<file path="src/rtl/lut_fabric_pkg.sv">
// Shared sizing and bitstream field-offset helpers for lut_fabric.
// Used by the RTL and by anything that builds configuration bitstreams.
package lut_fabric_pkg;

    // Ceiling log2, never below 1 so derived vector widths stay legal.
    function automatic int unsigned clog2(input int unsigned v);
        int unsigned r;
        r = 0;
        while ((32'd1 << r) < v) begin
            r++;
        end
        if (r == 0) begin
            r = 1;
        end
        return r;
    endfunction

    function automatic int unsigned calc_sel_w(input int unsigned n_in, input int unsigned n_lut);
        return clog2(n_in + n_lut);
    endfunction

    function automatic int unsigned calc_osel_w(input int unsigned n_lut);
        return clog2(n_lut);
    endfunction

    function automatic int unsigned calc_cw(input int unsigned k, input int unsigned sel_w);
        return (32'd1 << k) + k * sel_w + 1;
    endfunction

    function automatic int unsigned calc_cfg_w(input int unsigned n_lut, input int unsigned n_out,
                                               input int unsigned cw, input int unsigned osel_w);
        return n_lut * cw + n_out * osel_w;
    endfunction

    function automatic int unsigned truth_off(input int unsigned j, input int unsigned cw);
        return j * cw;
    endfunction

    function automatic int unsigned sel_off(input int unsigned j, input int unsigned i,
                                            input int unsigned k, input int unsigned cw,
                                            input int unsigned sel_w);
        return j * cw + (32'd1 << k) + i * sel_w;
    endfunction

    function automatic int unsigned mode_off(input int unsigned j, input int unsigned cw);
        return j * cw + cw - 1;
    endfunction

    function automatic int unsigned osel_off(input int unsigned o, input int unsigned n_lut,
                                             input int unsigned cw, input int unsigned osel_w);
        return n_lut * cw + o * osel_w;
    endfunction

endpackage

</file>
<file path="src/rtl/lut_cell.sv">
// One K-input LUT with routed input selects and an output flip-flop.
// Select values beyond the source vector read as 0.
module lut_cell
    import lut_fabric_pkg::*;
#(
    parameter int unsigned K     = 3,
    parameter int unsigned N_SRC = 13,
    parameter int unsigned SEL_W = 4
) (
    input  logic                           clk,
    input  logic                           rst,
    input  logic [N_SRC-1:0]               i_src,
    input  logic [calc_cw(K, SEL_W)-1:0]   i_cfg,
    input  logic                           i_en,
    output logic                           o_c,
    output logic                           o_q,
    output logic                           o_mode
);

    localparam int unsigned CW   = calc_cw(K, SEL_W);
    localparam int unsigned TT_W = 32'd1 << K;

    logic [K-1:0]      w_x;
    logic [SEL_W-1:0]  w_sel;
    logic [TT_W-1:0]   w_tt;
    logic              r_q;

    always_comb begin
        w_x   = '0;
        w_sel = '0;
        for (int i = 0; i < int'(K); i++) begin
            w_sel = i_cfg[TT_W + i * SEL_W +: SEL_W];
            if (32'(w_sel) < N_SRC) begin
                w_x[i] = i_src[w_sel];
            end
        end
    end

    assign w_tt   = i_cfg[TT_W-1:0];
    assign o_c    = w_tt[w_x];
    assign o_mode = i_cfg[CW-1];
    assign o_q    = r_q;

    always_ff @(posedge clk) begin
        if (rst || !i_en) begin
            r_q <= 1'b0;
        end else begin
            r_q <= o_c;
        end
    end

endmodule

</file>
<file path="src/rtl/lut_fabric.sv">
// Configurable LUT fabric: serial config chain, registered-feedback routing,
// and a session bit-count check gating the outputs through cfg_valid.
module lut_fabric
    import lut_fabric_pkg::*;
#(
    parameter int unsigned N_IN  = 5,
    parameter int unsigned N_OUT = 5,
    parameter int unsigned N_LUT = 8,
    parameter int unsigned K     = 3
) (
    input  logic             clk,
    input  logic             rst,
    input  logic             prog_en,
    input  logic             prog_data,
    output logic             prog_out,
    input  logic [N_IN-1:0]  fabric_in,
    output logic [N_OUT-1:0] fabric_out,
    output logic             cfg_valid
);

    localparam int unsigned SEL_W  = calc_sel_w(N_IN, N_LUT);
    localparam int unsigned OSEL_W = calc_osel_w(N_LUT);
    localparam int unsigned CW     = calc_cw(K, SEL_W);
    localparam int unsigned CFG_W  = calc_cfg_w(N_LUT, N_OUT, CW, OSEL_W);
    localparam int unsigned CNT_W  = clog2(CFG_W + 2);
    localparam int unsigned N_SRC  = N_IN + N_LUT;

    localparam logic [CNT_W-1:0] CNT_FULL = CNT_W'(CFG_W);
    localparam logic [CNT_W-1:0] CNT_SAT  = CNT_W'(CFG_W + 1);

    logic [CFG_W-1:0]  r_cfg;
    logic [CNT_W-1:0]  r_cnt;
    logic              r_valid;
    logic              r_pen_q;

    logic [N_LUT-1:0]  w_c;
    logic [N_LUT-1:0]  w_q;
    logic [N_LUT-1:0]  w_mode;
    logic [N_SRC-1:0]  w_src;
    logic              w_run;
    logic [OSEL_W-1:0] w_osel;

    // LUT inputs only ever see registered values, so no comb loops exist.
    assign w_src = {w_q, fabric_in};
    assign w_run = r_valid & ~prog_en;

    for (genvar j = 0; j < int'(N_LUT); j++) begin : g_cell
        lut_cell #(
            .K     (K),
            .N_SRC (N_SRC),
            .SEL_W (SEL_W)
        ) u_cell (
            .clk    (clk),
            .rst    (rst),
            .i_src  (w_src),
            .i_cfg  (r_cfg[truth_off(j, CW) +: CW]),
            .i_en   (w_run),
            .o_c    (w_c[j]),
            .o_q    (w_q[j]),
            .o_mode (w_mode[j])
        );
    end

    always_comb begin
        fabric_out = '0;
        w_osel     = '0;
        for (int o = 0; o < int'(N_OUT); o++) begin
            w_osel = r_cfg[osel_off(o, N_LUT, CW, OSEL_W) +: OSEL_W];
            if (w_run && (32'(w_osel) < N_LUT)) begin
                fabric_out[o] = w_mode[w_osel] ? w_q[w_osel] : w_c[w_osel];
            end
        end
    end

    always_ff @(posedge clk) begin
        if (rst) begin
            r_cfg   <= '0;
            r_cnt   <= '0;
            r_valid <= 1'b0;
            r_pen_q <= 1'b0;
        end else begin
            r_pen_q <= prog_en;
            if (prog_en) begin
                r_cfg <= {prog_data, r_cfg[CFG_W-1:1]};
                if (!r_pen_q) begin
                    r_cnt   <= CNT_W'(1);
                    r_valid <= 1'b0;
                end else if (r_cnt != CNT_SAT) begin
                    r_cnt <= r_cnt + 1'b1;
                end
            end else if (r_pen_q) begin
                r_valid <= (r_cnt == CNT_FULL);
            end
        end
    end

    assign prog_out  = r_cfg[0];
    assign cfg_valid = r_valid;

endmodule

</file>
<file path="config.mk">
export PLATFORM = sky130hd
export DESIGN_NAME = lut_fabric
export DESIGN_NICKNAME = d
export VERILOG_FILES = /design/src/rtl/lut_fabric_pkg.sv /design/src/rtl/lut_cell.sv /design/src/rtl/lut_fabric.sv
export SDC_FILE = /design/constraint.sdc
export NUM_CORES = 1
export LEC_CHECK = 0
export CAP_MARGIN = 40
export CORE_MARGIN = 8
export CORE_UTILIZATION = 33
export CTS_CLUSTER_SIZE = 25
export DETAILED_ROUTE_END_ITERATION = 16
export PLACE_DENSITY_LB_ADDON = 0.25
export SYNTH_ARGS = -nofsm -noshare
export SYNTH_HDL_FRONTEND = slang
export SYNTH_HIERARCHICAL = 1
export SYNTH_SLANG_ARGS = --single-unit
</file>
<file path="constraint.sdc">
create_clock -name clk -period 7.92 [get_ports clk]
set_clock_uncertainty 0.05 [all_clocks]
set_input_delay 1.584 -clock clk [delete_from_list [all_inputs] [get_ports clk]]
set_output_delay 1.584 -clock clk [all_outputs]
set_load 0.005 [all_outputs]
</file>
==> results of run 1 <==
-- state kept, by name, indices dropped and copies added (netlist names) --
signal             count
r_pen_q                1
g_cell.u_cell/o_q      8
r_cnt                  8
cfg_valid              1
r_cfg                183
-- cell type report --
| class | count | area (sq um) |
|---|---|---|
| multi-input combinational | 869 | 7071 |
| timing repair buffer | 34 | 359.1 |
| tap | 455 | 569.3 |
| clock buffer | 37 | 730.7 |
| fill | 3433 | 21640 |
| sequential | 201 | 4024 |
| inverter | 12 | 45.04 |
| clock inverter | 4 | 20.02 |
-- logic make-up after synthesis --
kind of cell,Yosys count,synth area share (%)
adder cells (fa/ha/maj),2,0.2172
XOR/XNOR,2,0.1521
flip-flops,201,34.93
buffers and inverters,73,3.715
multiplexers,352,34.95
AND/OR/NAND/NOR,364,15.59
AO/OA/AOI/OAI,149,10.45
-- Yosys cell counts, types with 4 or more instances --
| master | n | area [sq um] |
|---|---|---|
| mux2i_1 | 295 | 2953 |
| o22ai_1 | 7 | 43.79 |
| nor4b_2 | 8 | 120.1 |
| a211o_1 | 16 | 140.1 |
| buf_6 | 8 | 90.09 |
| nand4_1 | 8 | 50.05 |
| clkbuf_1 | 22 | 82.58 |
| or3b_1 | 16 | 140.1 |
| nand3b_1 | 9 | 67.56 |
| a41oi_2 | 8 | 130.1 |
| o211ai_1 | 24 | 180.2 |
| inv_1 | 12 | 45.04 |
| a31oi_2 | 8 | 100.1 |
| o21ai_0 | 34 | 170.2 |
| mux2_2 | 18 | 202.7 |
| o221ai_1 | 25 | 219.0 |
| nor2_1 | 214 | 803.3 |
| nand3_1 | 4 | 20.02 |
| nor3_1 | 10 | 50.05 |
| nor3b_1 | 32 | 240.2 |
| o21a_1 | 16 | 120.1 |
| buf_2 | 9 | 45.04 |
| nand2b_1 | 14 | 87.58 |
| nand2_1 | 42 | 157.7 |
| mux4_2 | 38 | 855.8 |
| buf_4 | 22 | 165.2 |
| dfxtp_1 | 201 | 4024 |
-- worst paths after layout --
| check | endpoint | slack (ps) | cells after the start |
|---|---|---|---|
| setup reg to reg | g_cell[2].u_cell/o_q | 5350 | 7 |
| hold / removal | r_cnt[2] | 460 | 2 |
| hold reg to reg | r_cnt[2] | 460 | 2 |
| setup / recovery | fabric_out[0] | 870 | 13 |
-- critical path: cells and delay by family --
| kind | cells | cell delay (ps) |
|---|---|---|
| AND/OR/NAND/NOR | 1 | 180 |
| multiplexers | 4 | 1390 |
| AO/OA/AOI/OAI | 5 | 950 |
| buffers and inverters | 3 | 1310 |
-- per-stage QoR --
step           instances  hold slack [ps]  instance area, sq um  util, %
2_1_floorplan       1143            415.2                 11520        -
4_1_cts             1612            460.5                 12820    37.20
5_1_grt             1612            480.6                 12820    37.20
3_5_place_dp        1571            452.5                 12070    35.02
6_report            1612            462.2                 12820    37.20
3_3_place_gp        1568            441.2                 11990    34.78
-- power groups by stage --
| stage | Combinational, mW | Sequential, mW | Clock (mW) |
|---|---|---|---|
| final | 0.130 | 1.01 | 1.06 |
| after global routing | 0.140 | 1.01 | 1.13 |
| after CTS | 0.131 | 1.01 | 1.09 |
| after detailed placement | 0.130 | 1.04 | 0 |
| after global placement | 0.126 | 1.04 | 0 |
| after floorplan | 0.0955 | 1.04 | 0 |
-- routing by layer --
| metal | up-vias | track usage [%] | part of all wire (%) |
|---|---|---|---|
| li1 | 4241 | - | - |
| met1 | 4201 | 18.91 | 49 |
| met2 | 156 | 21.03 | 44 |
| met3 | 46 | 1.960 | 3.9 |
| met4 | 0 | 3.548 | 2.3 |
| met5 | - | 0 | 0 |
==> results.yml, run 1 <==
sta:
  setup_tns_ps: 0
  finalSetupViolCount: 0
  hold_viol_final: 0
  max_freq_mhz: 141.8
  slew_headroom_pct: 41.91
  final.setup.worst_slack_ps: 868.3
  rsz0062_at_grt: "no"
  finalMaxSlewViolations: 0
  fin_crit_sh_pct: 89.04
  worst_pin_slew_ps: 847.2
  fin_crit_ps: 7052
clocking:
  cts.sinks: 201
  post_cts_resized: 0
  post_cts_buffers: 0
  clk_latency_ps: 520
  cts_tree: "done"
  clockBufferDepth: 3
  htreeDepth: 1
  cts_buffers: 24
  clock-root-buffer: "clkbuf_16"
  hold_buffers: 0
  clkTransAtPathRegs_ps: 60
die:
  ios: 16
  die_h_um: 202.8
  core_area_sq_um: 34460
  die_area_sq_um: 41140
  chipWidth_um: 202.8
  start_util_pct: 33.43
  rows: 68
cells_and_area:
  area_growth_syn_to_layout_pct: 11.27
  drive_gt1_share_pct: 12.27
  layout.cells.most_common_list: "mux2i_1 (295), nor2_1 (214), dfxtp_1 (201)"
  nets: 1153
  final_common_cell: "mux2i_1"
  diodes: 0
setup_path:
  path_cells: "clkdlybuf4s50_1 > buf_4 > mux2i_1 > o221ai_1 > a31oi_2 > o21a_1 > o211ai_1 > nand4_1 > mux2i_1 > mux2_2 > o22ai_1 > mux2_2 > clkdlybuf4s50_1"
  criticalPathCategory: "in -> out"
  reg2reg_from: "g_cell[7].u_cell/o_q"
  crit_fanout: 24
  crit_path_max_incr_delay_ps: 670
  crit_arrival_ps: 5420
  endpoint_kind: "primary output"
  worst_ep_required_time_ps: 6290
  crit_slowest_cell: "mux2i_1"
  startpoint_type: "input port"
  crit_path_start: "fabric_in[1]"
place:
  place_worst_setup_slack_ps: 914.9
  dp_hpwl_mm: 16.93
  gp_congestion: 0.7583
  port_buffers: 15
pwr:
  p_clk_share_pct: 48.0
  p_int_mw: 1.692
  total_power_mw: 2.200
  seqPwrFrac_pct: 46.1
  ir_drop_v: 0.0001407
  power_leakage_nw: 4.339
  p_comb_share_pct: 5.9
  powerDensity_nw_per_um2: 171.6
  switching_share_pct: 23.06
  power.switching_mw: 0.5072
yosys:
  yosysWarnings: 6
  synth-async-reset-ratio_pct: 0
  ys_ff_latch: 201
  seq_area_frac_synth_pct: 34.93
  synth_cell_types: 47
  synth_edf_count: 0
  syn_inst: 1143
  synth_area_sq_um: 11520
  syn_area_per_cell_sq_um: 10.08
  ys.flop_type: "dfxtp_1"
  syn-num-nets: 1154
worst_hold_path:
  hold_start: "r_cnt[2]"
  hold_class: "reg -> reg"
drt:
  wl_mm: 28.32
  ant_nets: 0
  dr.pass1.iters: 5
  wl_per_cell_um: 17.57
  viasPerCell: 5.362
  drc: 0
  vias: 8644
  drt-initial-drc-count: 487
grt:
  antenna_found_initial: 0
  gr-usage-all-layers_pct: 13.38
  overflow: 0
  grt_pass1_wl_mm: 45.97
  grt_pass1_vias: 8315
  grt_max_degree: 92
flow_run:
  max-cap-violations: 0
status:
  status: "complete, no violations"
(Power assumes the default switching activity.)
==> run 2, diff against run 1 <==
--- a/config.mk
+++ b/config.mk
@@ -10,6 +10,7 @@
 export CORE_UTILIZATION = 33
 export CTS_CLUSTER_SIZE = 25
 export DETAILED_ROUTE_END_ITERATION = 16
+export DONT_BUFFER_PORTS = 1
 export PLACE_DENSITY_LB_ADDON = 0.25
 export SYNTH_ARGS = -nofsm -noshare
 export SYNTH_HDL_FRONTEND = slang
==> constraint.sdc (replaced) <==
create_clock -name clk -period 7.92 [get_ports clk]
set_clock_uncertainty 0.05 [all_clocks]
set_input_delay 1.98 -clock clk [delete_from_list [all_inputs] [get_ports clk]]
set_output_delay 1.98 -clock clk [all_outputs]
set_load 0.005 [all_outputs]
==> run 2 against run 1 <==
  * Hold slack got worse by 6.3 ps
  * Sequential power hardly changed
  * Fmax rose by 6.9%
  * Sequential share of layout area grew 0.63 points
  * Critical path depth down 3
  * Combinational power fell by 50%
  * Clock-buffer cell count down 2
  * Clock power up 4%
  * First-iteration DRC count rose by 25%
  * Global-route usage is 0.070 points lower
  * Power decreased by 1.1%
  * Largest power group unchanged
==> results.yml, run 2 (same netlist as run 1, synthesis figures left out) <==
status:
  status: "complete, no violations"
setup_path:
  startpoint_type: "input port"
  path_buf_inv: 0
  worst_ep_required_time_ps: 5890
  criticalPathCategory: "in -> out"
  crit_slowest_cell: "nor4b_2"
  path_cells: "mux2i_1 > nor3b_1 > nor4b_2 > nor3b_1 > o211ai_1 > nand4_1 > mux2i_1 > mux2_2 > o22ai_1 > mux2_2"
  crit_family: "multiplexers"
  crit_path_max_incr_delay_ps: 590
  crit_fanout: 24
  endpoint_kind: "primary output"
  crit_arrival_ps: 4560
drt:
  wl_per_cell_um: 17.64
  ant_nets: 0
  drt-initial-drc-count: 607
  dr.pass1.iters: 5
  drc: 0
  wl_mm: 28.04
  viasPerCell: 5.350
  vias: 8501
grt:
  grt_pass1_vias: 8278
  gr-usage-all-layers_pct: 13.31
  grt_pass1_wl_mm: 46.04
  antenna_found_initial: 0
  grt_max_degree: 203
  overflow: 0
cells_and_area:
  final-instance-count-excl-fill: 1589
  area_growth_syn_to_layout_pct: 9.070
  largest-register: "r_cfg"
  final_common_cell: "mux2i_1"
  fill_cells: 3490
  drive_gt1_share_pct: 11.82
  diodes: 0
  nets: 1129
  layout.cells.most_common_list: "mux2i_1 (295), nor2_1 (214), dfxtp_1 (201)"
  largest_reg_flops: 183
  stdcell_area_sq_um: 12560
sta:
  slew_headroom_pct: 43.69
  hold_viol_final: 0
  fin_crit_sh_pct: 83.27
  setup_tns_ps: 0
  finalSetupViolCount: 0
  max_freq_mhz: 151.6
  rsz0062_at_grt: "no"
  fin_crit_ps: 6595
  worst_pin_slew_ps: 840.8
  finalMaxSlewViolations: 0
die:
  chipWidth_um: 202.8
  die_area_sq_um: 41140
  rows: 68
  core_area_sq_um: 34460
  ios: 16
  start_util_pct: 33.43
  die_h_um: 202.8
place:
  dp_hpwl_mm: 15.86
  place_inst: 1546
  gp_congestion: 0.7577
  placed_area_sq_um: 11780
  port_buffers: 0
pwr:
  total_power_mw: 2.175
  ir_drop_v: 0.0001457
  powerDensity_nw_per_um2: 173.1
  power_leakage_nw: 4.232
clocking:
  clk_latency_ps: 520
  clockBufferDepth: 3
  post_cts_resized: 0
  htreeDepth: 1
  cts.sinks: 201
  cts_tree: "done"
  cts_buffers: 25
  post_cts_buffers: 0
  clock-root-buffer: "clkbuf_16"
  clkTransAtPathRegs_ps: 50
  hold_buffers: 0
flow_run:
  max-cap-violations: 0
worst_hold_path:
  hold_class: "reg -> reg"
## run 2: worst paths after layout
check                                           from                    to  slack (ps)  cells after the start
worst max-delay path                    fabric_in[3]         fabric_out[0]        1330                     10
worst max register to register  g_cell[2].u_cell/o_q  g_cell[1].u_cell/o_q        5250                      7
worst min-delay path                        r_cnt[2]              r_cnt[2]         460                      2
worst min register to register              r_cnt[2]              r_cnt[2]         460                      2
## run 2: power breakdown
part | internal, mW | switching (mW) | total [mW] | leakage (nW)
sequential | 1.01 | 0.00205 | 1.01 | 1.62
combinational | 0.0417 | 0.0228 | 0.0645 | 2.22
clock | 0.662 | 0.434 | 1.10 | 0.397
total | 1.72 | 0.459 | 2.17 | 4.23
## run 2: area by class of cell
cell class                      count  area, sq um  area share (%)
Multi-Input combinational cell    869         7071           56.27
Clock inverter                      8        65.06          0.5178
Sequential cell                   201         4024           32.03
Timing Repair Buffer                9        67.56          0.5377
Clock buffer                       35        723.2           5.756
Tap cell                          455        569.3           4.531
Inverter                           12        45.04          0.3585
## run 2: routing by layer
layer / vias to the layer above / share of wire [%] / global-route usage (%)
li1: 4195 / - / -
met1: 4167 / 48 / 18.40
met2: 109 / 46 / 21.27
met3: 30 / 4.5 / 2.439
met4: 0 / 1.5 / 3.056
met5: - / 0 / 0
## run 2: worst min-delay path, stage by stage (launching register included)
cell     delay, ps
dfxtp_1        340
nand2_1         70
a21oi_1         50
## run 2: stage by stage
stage | utilization (%) | setup WS [ps] | hold slack [ps]
after CTS | 36.46 | 1326 | 455.3
after detailed placement | 34.18 | 1339 | 440.3
final | 36.46 | 1325 | 456.0
after global placement | 34.18 | 1443 | 441.7
after global routing | 36.46 | 1106 | 477.1
after floorplan | - | 1953 | 415.2
